## src/rtl/uart_bus_master_if.sv

```systemverilog
// Register-port bus between uart_bus_master (initiator) and the UART peripheral.
// Transfer phase is carried on wb_clk: high = request, low = release.
// wb_we uses write-low polarity: 0 = write, 1 = read.
interface uart_bus_master_if;
    logic [1:0] wb_addr;
    logic [7:0] wb_data_out;
    logic [7:0] wb_data_in;
    logic       wb_we;
    logic       wb_stb;
    logic       wb_clk;
    logic       wb_ack;

    modport master (
        output wb_addr, wb_data_out, wb_we, wb_stb, wb_clk,
        input  wb_data_in, wb_ack
    );

    modport slave (
        input  wb_addr, wb_data_out, wb_we, wb_stb, wb_clk,
        output wb_data_in, wb_ack
    );
endinterface

```

## src/rtl/uart_bus_master.sv

```systemverilog
// Bus initiator for the UART register port (TX 0x0, RX 0x1, divider 0x2).
// Turns a byte stream, read requests and divider updates into single
// register transactions over the stb / phase-clock / ack handshake.
//
// Client handshakes (all requests are levels, sampled only in IDLE):
//  - tx_valid/tx_data: tx_ready is high for one cycle, the cycle after the
//    byte was taken; the source holds the byte until it sees tx_ready.
//  - rd_req: held until rd_ack (one cycle, rd_data valid with it); a read
//    that times out in REQ gives bus_err instead and the source may drop it.
//  - div_wr/div_data: taken when the divider transaction starts (wb_stb high
//    with wb_addr=2); div_cur follows only when the write completes.
//  - Peripheral: wb_stb/wb_clk rise together and hold addr/we/data until the
//    ack is seen; both fall together and the block waits for ack to drop.
module uart_bus_master #(
    parameter int         ACK_TIMEOUT = 64,
    parameter int         RD_HOLD     = 2,
    parameter logic [7:0] DIV_DEFAULT = 8'd78
) (
    input  logic                     clk,
    input  logic                     reset,
    input  logic                     tx_valid,
    input  logic [7:0]               tx_data,
    output logic                     tx_ready,
    input  logic                     rd_req,
    output logic                     rd_ack,
    output logic [7:0]               rd_data,
    input  logic                     div_wr,
    input  logic [7:0]               div_data,
    output logic [7:0]               div_cur,
    output logic                     bus_err,
    output logic                     busy,
    output logic [2:0]               fsm_state,
    uart_bus_master_if.master        wb
);
    localparam int CNT_W = $clog2(ACK_TIMEOUT) + 1;
    localparam logic [CNT_W-1:0] TMO_LAST = CNT_W'(ACK_TIMEOUT - 1);
    localparam logic [CNT_W-1:0] HOLD_LAST = CNT_W'(RD_HOLD);
    localparam logic [CNT_W-1:0] CNT_MAX = '1;

    typedef enum logic [2:0] {
        IDLE = 3'd0,
        REQ  = 3'd1,
        HOLD = 3'd2,
        REL  = 3'd3,
        GAP  = 3'd4
    } state_t;

    state_t           state;
    logic [CNT_W-1:0] cnt;
    // Set when the current transaction timed out; suppresses completion pulses.
    logic             failed;

    assign fsm_state = state;

    // Transaction sequencer: arbitration, bus phases, timeouts and client pulses.
    always_ff @(posedge clk) begin
        if (reset) begin
            state          <= IDLE;
            cnt            <= '0;
            failed         <= 1'b0;
            wb.wb_stb      <= 1'b0;
            wb.wb_clk      <= 1'b0;
            wb.wb_we       <= 1'b1;
            wb.wb_addr     <= 2'd0;
            wb.wb_data_out <= 8'd0;
            tx_ready       <= 1'b0;
            rd_ack         <= 1'b0;
            rd_data        <= 8'd0;
            bus_err        <= 1'b0;
            busy           <= 1'b0;
            div_cur        <= DIV_DEFAULT;
        end else begin
            tx_ready <= 1'b0;
            rd_ack   <= 1'b0;
            bus_err  <= 1'b0;
            case (state)
                IDLE: begin
                    // A lingering ack from the previous transfer blocks a new start.
                    if (!wb.wb_ack && (div_wr || tx_valid || rd_req)) begin
                        state     <= REQ;
                        cnt       <= '0;
                        failed    <= 1'b0;
                        busy      <= 1'b1;
                        wb.wb_stb <= 1'b1;
                        wb.wb_clk <= 1'b1;
                        if (div_wr) begin
                            wb.wb_addr     <= 2'd2;
                            wb.wb_we       <= 1'b0;
                            wb.wb_data_out <= div_data;
                        end else if (tx_valid) begin
                            wb.wb_addr     <= 2'd0;
                            wb.wb_we       <= 1'b0;
                            wb.wb_data_out <= tx_data;
                            tx_ready       <= 1'b1;
                        end else begin
                            wb.wb_addr <= 2'd1;
                            wb.wb_we   <= 1'b1;
                        end
                    end
                end
                REQ: begin
                    if (wb.wb_ack) begin
                        state <= HOLD;
                        cnt   <= CNT_W'(1);
                    end else if (cnt >= TMO_LAST) begin
                        state     <= REL;
                        cnt       <= '0;
                        failed    <= 1'b1;
                        bus_err   <= 1'b1;
                        wb.wb_stb <= 1'b0;
                        wb.wb_clk <= 1'b0;
                    end else if (cnt != CNT_MAX) begin
                        cnt <= cnt + CNT_W'(1);
                    end
                end
                HOLD: begin
                    // Writes release after one cycle; reads keep the phase high
                    // for RD_HOLD cycles and sample data in the last one.
                    if (!wb.wb_we || cnt >= HOLD_LAST) begin
                        if (wb.wb_we) begin
                            rd_data <= wb.wb_data_in;
                        end
                        state     <= REL;
                        cnt       <= '0;
                        wb.wb_stb <= 1'b0;
                        wb.wb_clk <= 1'b0;
                    end else if (cnt != CNT_MAX) begin
                        cnt <= cnt + CNT_W'(1);
                    end
                end
                REL: begin
                    if (!wb.wb_ack) begin
                        state <= GAP;
                        cnt   <= '0;
                        if (!failed) begin
                            if (wb.wb_we) begin
                                rd_ack <= 1'b1;
                            end
                            if (wb.wb_addr == 2'd2) begin
                                div_cur <= wb.wb_data_out;
                            end
                        end
                    end else if (cnt >= TMO_LAST) begin
                        state   <= GAP;
                        cnt     <= '0;
                        failed  <= 1'b1;
                        bus_err <= 1'b1;
                    end else if (cnt != CNT_MAX) begin
                        cnt <= cnt + CNT_W'(1);
                    end
                end
                GAP: begin
                    state <= IDLE;
                    cnt   <= '0;
                    busy  <= 1'b0;
                end
                default: begin
                    state     <= IDLE;
                    cnt       <= '0;
                    busy      <= 1'b0;
                    wb.wb_stb <= 1'b0;
                    wb.wb_clk <= 1'b0;
                end
            endcase
        end
    end
endmodule

```

## src/flat_wrapper.sv

```systemverilog
// flat-port wrapper written by rule: the top's interface ports become plain ports
module uart_bus_master_flat 
#(
    parameter int         ACK_TIMEOUT = 64,
    parameter int         RD_HOLD     = 2,
    parameter logic [7:0] DIV_DEFAULT = 8'd78
)
  (clk, reset, tx_valid, tx_data, tx_ready, rd_req, rd_ack, rd_data, div_wr, div_data, div_cur, bus_err, busy, fsm_state, wb_wb_addr, wb_wb_data_out, wb_wb_we, wb_wb_stb, wb_wb_clk, wb_wb_data_in, wb_wb_ack);
  uart_bus_master_if wb_i ();
  input  logic clk;
  input  logic reset;
  input  logic tx_valid;
  input  logic [7:0] tx_data;
  output logic tx_ready;
  input  logic rd_req;
  output logic rd_ack;
  output logic [7:0] rd_data;
  input  logic div_wr;
  input  logic [7:0] div_data;
  output logic [7:0] div_cur;
  output logic bus_err;
  output logic busy;
  output logic [2:0] fsm_state;
  output wire logic [$bits(wb_i.wb_addr)-1:0] wb_wb_addr;
  output wire logic [$bits(wb_i.wb_data_out)-1:0] wb_wb_data_out;
  output wire logic [$bits(wb_i.wb_we)-1:0] wb_wb_we;
  output wire logic [$bits(wb_i.wb_stb)-1:0] wb_wb_stb;
  output wire logic [$bits(wb_i.wb_clk)-1:0] wb_wb_clk;
  input wire logic [$bits(wb_i.wb_data_in)-1:0] wb_wb_data_in;
  input wire logic [$bits(wb_i.wb_ack)-1:0] wb_wb_ack;
  assign wb_wb_addr = wb_i.wb_addr;
  assign wb_wb_data_out = wb_i.wb_data_out;
  assign wb_wb_we = wb_i.wb_we;
  assign wb_wb_stb = wb_i.wb_stb;
  assign wb_wb_clk = wb_i.wb_clk;
  assign wb_i.wb_data_in = wb_wb_data_in;
  assign wb_i.wb_ack = wb_wb_ack;
  uart_bus_master #(.ACK_TIMEOUT(ACK_TIMEOUT), .RD_HOLD(RD_HOLD), .DIV_DEFAULT(DIV_DEFAULT)) u_core (.clk(clk), .reset(reset), .tx_valid(tx_valid), .tx_data(tx_data), .tx_ready(tx_ready), .rd_req(rd_req), .rd_ack(rd_ack), .rd_data(rd_data), .div_wr(div_wr), .div_data(div_data), .div_cur(div_cur), .bus_err(bus_err), .busy(busy), .fsm_state(fsm_state), .wb(wb_i));
endmodule
```

## config.mk

```make
export PLATFORM = sky130hd
export DESIGN_NAME = uart_bus_master_flat
export DESIGN_NICKNAME = d
export VERILOG_FILES = /design/src/rtl/uart_bus_master_if.sv /design/src/rtl/uart_bus_master.sv /design/src/flat_wrapper.sv
export SDC_FILE = /design/constraint.sdc
export NUM_CORES = 1
export LEC_CHECK = 0
export CORE_MARGIN = 2
export CORE_UTILIZATION = 41
export DETAILED_ROUTE_END_ITERATION = 16
export PLACE_DENSITY = 0.78
export SKIP_LAST_GASP = 1
export SLEW_MARGIN = 20
export SYNTH_ARGS = -nofsm -noshare
export SYNTH_HDL_FRONTEND = slang
export SYNTH_SLANG_ARGS = --single-unit
```

## constraint.sdc

```tcl
create_clock -name clk -period 1.8 [get_ports clk]
set_input_delay 0.54 -clock clk [delete_from_list [all_inputs] [get_ports clk]]
set_output_delay 0.54 -clock clk [all_outputs]
set_load 0.1 [all_outputs]
```

==> results.rst, run 1 <==
.. list-table::
   :header-rows: 1

   * - Metric
     - Value
   * - Largest stage delay, worst path
     - 0.56 ns
   * - Vias per Instance
     - 5.29
   * - Clock-pin slew reported for the worst setup and hold paths after clock tree synthesis
     - 0.08 ns
   * - Die extent in x
     - 73.2 um
   * - TritonCTS clock tree
     - done
   * - Detailed-routing iteration count for the pre-antenna-repair pass
     - 4
   * - Most common library cell in the layout ignoring fill and taps
     - sky130_fd_sc_hd__nor2_1
   * - Slowest-stage cell, CP
     - sky130_fd_sc_hd__or4b_4
   * - Buffer and inverter count on the worst path
     - 1
   * - Number of DRC markers after the initial detailed-route iteration
     - 104
   * - Number of rows in the core area
     - 25
   * - Crit-path cells
     - or4b_4 -> nor4_4 -> buf_4 -> o22ai_2 -> a211oi_2
   * - Number of placed I/O pins
     - 66
   * - Crit Path Class
     - reg -> reg
   * - Number of enable-type register cells in the synthesized netlist
     - 0
   * - Pre-CTS WS
     - -0.421 ns
   * - Total power divided by cell area
     - 980 nW/um^2
   * - Final Wtd Congestion
     - 0.831
   * - Transition time at the pin with the least slew margin
     - 0.408 ns
   * - Clock root buffer
     - sky130_fd_sc_hd__clkbuf_8
   * - Die Height
     - 73.2 um
   * - Worst path top cell family by delay
     - simple AND/OR/NAND/NOR gates
   * - Final critical-path share of the clock period
     - 0.999
   * - Hold bufs inserted after CTS
     - 0
   * - Distinct cell type count of the synthesized netlist
     - 41
   * - Yosys warnings
     - 0
   * - Arrival time of data at the critical path endpoint
     - 2.02 ns
   * - Effective utilization at floorplan
     - 0.421
   * - Detailed placer's ending HPWL
     - 4070 um
   * - Fmax achieved
     - 0.556 GHz
   * - Max-slew violation count
     - 0
   * - Area leader, netlist
     - sky130_fd_sc_hd__dfxtp_1
   * - Wire length of the first global-routing pass
     - 9110 um
   * - Count of max-cap constraint violations
     - 0
   * - Commonest cells after routing, fill and taps aside
     - 41 x sky130_fd_sc_hd__nor2_1, 37 x sky130_fd_sc_hd__buf_12, 34 x sky130_fd_sc_hd__dfxtp_1
   * - Clock tree buffer depth
     - 2
   * - Fill cell count
     - 305
   * - Final Non-Filler Cells
     - 361
   * - Required time at the endpoint of the critical path
     - 2.02 ns
   * - Leading post-synthesis cells by cell area
     - sky130_fd_sc_hd__dfxtp_1 44%, sky130_fd_sc_hd__mux2i_1 11%, sky130_fd_sc_hd__nor2_1 8.0%
   * - Aggregate global-route resource usage
     - 0.220
   * - Async set or reset register ratio after synthesis
     - 0
   * - Min setup slack post-route
     - 0.00122 ns
   * - Cell count after synthesis
     - 222
   * - Classification of the worst-slack hold path
     - reg -> reg
   * - Cell area after synthesis
     - 1960 sq um
   * - Syn_nets
     - 254
   * - Number of global-route vias before repair
     - 1912
   * - Via count
     - 1911
   * - H-Tree Level Count
     - 2
   * - Clock tree sinks
     - 43
   * - Mapped Avg Cell Area
     - 8.83 sq um
   * - Result of the run
     - finished clean
   * - Total inserted antenna cells
     - 0
   * - Ys flop type
     - sky130_fd_sc_hd__dfxtp_1
   * - Type of element capturing the critical path
     - flop
   * - Number of buffers added by the clock tree synthesis step
     - 5
   * - Count of nets after finishing
     - 338
   * - Startpoint type of the worst setup path
     - flop
   * - Remaining Overflow, GRT
     - 0
   * - Worst-skew pair later-pin latency
     - 0.30 ns
   * - Post-synthesis sequential element count
     - 43
   * - Peak supply drop
     - 0.603 mV
   * - Worst Hold Slack
     - 0.538 ns
   * - CP Max Fanout
     - 5
   * - P_leak
     - 1.33 nW
   * - Detail-routed net length per standard cell
     - 15.2 um
   * - Area of the multi-input gates
     - 1060 sq um
   * - Worst max-slew margin expressed relative to the limit
     - 0.726
   * - Routed wire length
     - 5500 um
   * - Share of post-route cells with drive strength above 1
     - 0.332
   * - DRC violations left
     - 0
   * - Synthesis-to-finish area growth
     - 71.3%
   * - Unrepaired setup endpoints after global routing
     - true
   * - Final hold violation count
     - 0
   * - Overall die area
     - 5350 sq um
   * - Number of setup violations in the final report
     - 0
   * - Post-synthesis sequential area ratio
     - 0.439
   * - Yosys top cell area share
     - 0.439
   * - Initial antenna violation count
     - 0
   * - Min Tclk post-route
     - 1.80 ns
   * - Pin count of the biggest net entering global routing
     - 21
   * - Final clock skew
     - 0.00433 ns
   * - Count of input and output buffers
     - 65
   * - Area of the placeable core
     - 4660 sq um
   * - Flip-flop and latch area
     - 885 sq um
   * - Antenna Nets Post-Route
     - 0
   * - Number of cells after detailed placement
     - 352
-- per-layer routing --
metal | vias up | share of wire | GRT usage
li1 | 954 | - | -
met1 | 889 | 0.41 | 0.262
met2 | 57 | 0.51 | 0.366
met3 | 11 | 0.061 | 0.0732
met4 | 0 | 0.024 | 0.0844
met5 | - | 0 | 0
-- power by group --
group	leakage, nW	internal [mW]	switching [mW]	total, mW
sequential	0.354	1.04	0.124	1.17
clock	0.0455	0.273	0.341	0.614
combinational	0.930	0.609	0.901	1.51
total	1.33	1.93	1.37	3.29
-- through the flow --
stage | TNS [ns] | utilization | instance area (sq um) | total power [mW]
detailed placement | -10.50 | 0.692 | 3220 | 2.66
CTS | 0 | 0.714 | 3330 | 3.28
finish | 0 | 0.721 | 3360 | 3.29
global placement | -9.33 | 0.692 | 3220 | 2.63
global route | -0.237 | 0.721 | 3360 | 3.42
floorplan | -0.0758 | - | 2010 | 2.07
-- synth_stat cells, types with 3 or more instances --
library cell,n
sky130_fd_sc_hd__clkbuf_1,10
sky130_fd_sc_hd__inv_1,8
sky130_fd_sc_hd__o22ai_1,3
sky130_fd_sc_hd__mux2i_1,21
sky130_fd_sc_hd__a211oi_1,10
sky130_fd_sc_hd__o21ai_0,10
sky130_fd_sc_hd__a211o_1,4
sky130_fd_sc_hd__nor2_1,42
sky130_fd_sc_hd__nor3_1,9
sky130_fd_sc_hd__and3_1,5
sky130_fd_sc_hd__nand2_1,9
sky130_fd_sc_hd__or3_1,4
sky130_fd_sc_hd__dfxtp_1,43
sky130_fd_sc_hd__nand3_1,4
sky130_fd_sc_hd__a21oi_1,6
-- repair_timing --
action,4_1_cts,5_1_grt
setup endpoints to repair,31,18
setup buffers,0,2
pin swaps,2,6
cloned,0,0
gates resized for setup,7,7
-- final timing paths --
path	start	end	slack (ns)	cells past startpoint
worst max-delay path	u_core.cnt[4]	u_core.cnt[2]	0.001	5
worst min-delay path	u_core.div_cur[1]	u_core.div_cur[1]	0.54	1
worst max register to register	u_core.cnt[4]	u_core.cnt[2]	0.001	5
worst min register to register	u_core.div_cur[1]	u_core.div_cur[1]	0.54	1
-- registers in the layout, summed over array words and instances (netlist names) --
| signal | count |
|---|---|
| u_core.div_cur | 8 |
| u_core.rd_data | 8 |
| u_core.wb.wb_data_out | 8 |
| u_core.cnt | 7 |
| u_core.fsm_state | 3 |
| u_core.wb.wb_addr | 2 |
| u_core.bus_err | 1 |
| u_core.busy | 1 |
| u_core.failed | 1 |
| u_core.rd_ack | 1 |
| u_core.tx_ready | 1 |
| u_core.wb.wb_stb | 1 |
| u_core.wb.wb_we | 1 |
-- final cells by class --
class / count / area share
multi-input combinational: 155 / 0.314
inverter: 8 / 0.00894
clock buffer: 6 / 0.0216
clock inverter: 2 / 0.00335
tap: 54 / 0.0201
sequential: 43 / 0.263
timing repair buffer: 93 / 0.368
-- worst reg2reg max path, stage by stage (launching register included) --
cell,delay (ns)
sky130_fd_sc_hd__dfxtp_2,0.33
sky130_fd_sc_hd__or4b_4,0.56
sky130_fd_sc_hd__nor4_4,0.33
sky130_fd_sc_hd__buf_4,0.20
sky130_fd_sc_hd__o22ai_2,0.08
sky130_fd_sc_hd__a211oi_2,0.23
-- cells by family (layout without fill, tap and decap cells) --
logic type / after synthesis / after routing / share of synthesized area
adders and majority gates: 2 / 2 / 0.0128
buffers and inverters: 24 / 109 / 0.0536
DFF: 43 / 43 / 0.439
xor gates and xnor gates: 1 / 1 / 0.00447
and+or+nand+nor: 86 / 86 / 0.220
AOI/OAI and AO/OA: 45 / 45 / 0.163
muxes: 21 / 21 / 0.107
No activity file was read; power rests on OpenSTA's default activity.
==> inputs of run 2 (changes only) <==
RECOVER_POWER = 25   (was unset)
==> results.rst, run 2 (synthesis gave the netlist of run 1 again) <==
.. list-table::
   :header-rows: 1

   * - Metric
     - Value
   * - Number of placed I/O pins
     - 66 (unchanged)
   * - Detailed placer's ending HPWL
     - 4070 um (unchanged)
   * - Number of buffers added by the clock tree synthesis step
     - 5 (unchanged)
   * - Worst-skew pair later-pin latency
     - 0.30 ns (about the same)
   * - Final critical-path share of the clock period
     - 1.00 (was 0.999)
   * - Worst max-slew margin expressed relative to the limit
     - 0.632 (was 0.726)
   * - Net switching share of the total power
     - 0.419 (was 0.415)
   * - Result of the run
     - finished, violations left (was finished clean)
   * - Clock-pin slew reported for the worst setup and hold paths after clock tree synthesis
     - 0.08 ns (about the same)
   * - H-Tree Level Count
     - 2 (unchanged)
   * - Routed wire length
     - 5490 um (was 5500 um)
   * - Crit Path Class
     - reg -> reg (unchanged)
   * - Detailed-routing iteration count for the pre-antenna-repair pass
     - 4 (unchanged)
   * - Clock tree buffer depth
     - 2 (unchanged)
   * - Int Power
     - 1.88 mW (was 1.93 mW)
   * - CP Max Fanout
     - 5 (unchanged)
   * - Classification of the worst-slack hold path
     - reg -> reg (unchanged)
   * - Type of element capturing the critical path
     - flop (unchanged)
   * - Wire length of the first global-routing pass
     - 9110 um (unchanged)
   * - Remaining Overflow, GRT
     - 0 (unchanged)
   * - Die extent in x
     - 73.2 um (unchanged)
   * - Most common library cell in the layout ignoring fill and taps
     - sky130_fd_sc_hd__nor2_1 (unchanged)
   * - Overall die area
     - 5350 sq um (unchanged)
   * - GR peak layer
     - met2 (unchanged)
   * - TritonCTS clock tree
     - done (unchanged)
   * - Max-slew violation count
     - 0 (unchanged)
   * - Peak supply drop
     - 0.602 mV (was 0.603 mV)
   * - Buffer and inverter count on the worst path
     - 1 (unchanged)
   * - Share of post-route cells with drive strength above 1
     - 0.332 (unchanged)
   * - Count of input and output buffers
     - 65 (unchanged)
   * - Routing usage on met1
     - 0.262 (unchanged)
   * - Crit-path cells
     - or4b_4 -> nor4_4 -> buf_4 -> o22ai_2 -> a211oi_2 (unchanged)
   * - Vias per Instance
     - 5.34 (was 5.29)
   * - Effective utilization at floorplan
     - 0.421 (unchanged)
   * - Unrepaired setup endpoints after global routing
     - true (unchanged)
   * - Fmax achieved
     - 0.556 GHz (about the same)
   * - Aggregate global-route resource usage
     - 0.220 (unchanged)
   * - P_leak
     - 1.26 nW (was 1.33 nW)
   * - Min setup slack post-route
     - -0.0000990 ns (was 0.00122 ns)
   * - Detail-routed net length per standard cell
     - 15.2 um (about the same)
   * - Number of setup violations in the final report
     - 1 (was 0)
   * - Initial antenna violation count
     - 0 (unchanged)
   * - Die Height
     - 73.2 um (unchanged)
   * - Final Non-Filler Cells
     - 361 (unchanged)
   * - Pin count of the biggest net entering global routing
     - 21 (unchanged)
   * - Arrival time of data at the critical path endpoint
     - 2.02 ns (about the same)
   * - Total inserted antenna cells
     - 0 (unchanged)
   * - Clock tree sinks
     - 43 (unchanged)
   * - Final Wtd Congestion
     - 0.831 (unchanged)
   * - Transition time at the pin with the least slew margin
     - 0.554 ns (was 0.408 ns)
   * - Count of max-cap constraint violations
     - 0 (unchanged)
   * - Total power divided by cell area
     - 1040 nW/um^2 (was 980 nW/um^2)
   * - Synthesis-to-finish area growth
     - 59.0% (was 71.3%)
   * - Number of global-route vias before repair
     - 1912 (unchanged)
   * - Worst path top cell family by delay
     - simple AND/OR/NAND/NOR gates (unchanged)
   * - Final clock skew
     - 0.00470 ns (was 0.00433 ns)
   * - Number of DRC markers after the initial detailed-route iteration
     - 85 (was 104)
   * - Proportion of power drawn by combinational gates
     - 0.452 (was 0.459)
   * - Startpoint type of the worst setup path
     - flop (unchanged)
   * - Antenna Nets Post-Route
     - 0 (unchanged)
   * - Commonest cells after routing, fill and taps aside
     - 41 x sky130_fd_sc_hd__nor2_1, 34 x sky130_fd_sc_hd__dfxtp_1, 28 x sky130_fd_sc_hd__clkdlybuf4s50_1 (was 41 x sky130_fd_sc_hd__nor2_1, 37 x sky130_fd_sc_hd__buf_12, 34 x sky130_fd_sc_hd__dfxtp_1)
   * - Total power
     - 3.24 mW (was 3.29 mW)
   * - Clock root buffer
     - sky130_fd_sc_hd__clkbuf_8 (unchanged)
   * - Hold bufs inserted after CTS
     - 0 (unchanged)
   * - Via count
     - 1926 (was 1911)
   * - Number of rows in the core area
     - 25 (unchanged)
   * - Number of cells after detailed placement
     - 352 (unchanged)
   * - Largest stage delay, worst path
     - 0.56 ns (about the same)
   * - Flop pwr share
     - 0.358 (was 0.355)
   * - Area of the placeable core
     - 4660 sq um (unchanged)
   * - Global-route met2 utilization
     - 0.366 (unchanged)
   * - Largest registers ranked by flip-flop count
     - u_core.div_cur x8, u_core.rd_data x8, u_core.wb.wb_data_out x8 (unchanged)
   * - Min Tclk post-route
     - 1.80 ns (about the same)
   * - Required time at the endpoint of the critical path
     - 2.02 ns (about the same)
   * - DRC violations left
     - 0 (unchanged)
   * - Final hold violation count
     - 0 (unchanged)
   * - Switching pwr
     - 1.36 mW (was 1.37 mW)
   * - Count of nets after finishing
     - 338 (unchanged)
   * - Slowest-stage cell, CP
     - sky130_fd_sc_hd__or4b_4 (unchanged)
   * - Power share of the clock group
     - 0.190 (was 0.186)
   * - Failing checks
     - setup timing
   * - Global routing usage on met3
     - 0.0732 (unchanged)
[run 2: metrics by stage]
stage / setup TNS [ns] / area [sq um] / setup WS [ns] / hold WS [ns] / utilization
finish: -0.0000990 / 3120 / -0.0000990 / 0.470 / 0.669
global route: -0.237 / 3120 / -0.0688 / 0.487 / 0.669
CTS: 0 / 3330 / 0.00272 / 0.540 / 0.714
detailed placement: -10.50 / 3220 / -0.421 / 0.522 / 0.692
global placement: -9.33 / 3220 / -0.352 / 0.503 / 0.692
floorplan: -0.0758 / 2010 / -0.0288 / 0.487 / -
[run 2: power groups by stage]
stage | registers, mW | clock network, mW | logic (mW)
5_1_grt | 1.17 | 0.658 | 1.53
4_1_cts | 1.17 | 0.624 | 1.49
3_5_place_dp | 1.19 | 0 | 1.47
6_report | 1.16 | 0.614 | 1.46
3_3_place_gp | 1.19 | 0 | 1.44
2_1_floorplan | 1.62 | 0 | 0.447
[run 2: worst paths after layout]
kind              cells after the start  slack (ns)              start                end
setup / recovery                      5     -0.0001      u_core.cnt[4]      u_core.cnt[2]
hold / removal                        1        0.47  u_core.div_cur[1]  u_core.div_cur[1]
setup reg to reg                      5     -0.0001      u_core.cnt[4]      u_core.cnt[2]
hold reg to reg                       1        0.47  u_core.div_cur[1]  u_core.div_cur[1]
[run 2: metal layers]
| metal | vias to the layer above | wire, um |
|---|---|---|
| li1 | 953 | - |
| met1 | 885 | 2190 |
| met2 | 73 | 2760 |
| met3 | 15 | 395 |
| met4 | 0 | 145 |
| met5 | - | 0 |
[run 2: what timing repair did]
item | in CTS | in global routing
gates resized for setup | 7 | 7
buffers inserted | 0 | 2
pin swaps | 2 | 6
setup endpoints to repair | 31 | 18
[run 2: worst register-to-register path, delay by kind of cell (launching register included)]
kind,cells,cell delay (ns)
flops,1,0.33
compound gates,2,0.31
buf+inv,1,0.21
simple gates,2,0.89
[run 2: area by class of cell]
cell class	instances	area [sq um]
clock inverters	2	11.3
flip-flops and latches	43	885
inverters	8	30.0
fillers	334	1540
multi-input cells	155	1060
repair buffers	93	996
well taps	54	67.6
clock buffers	6	72.6
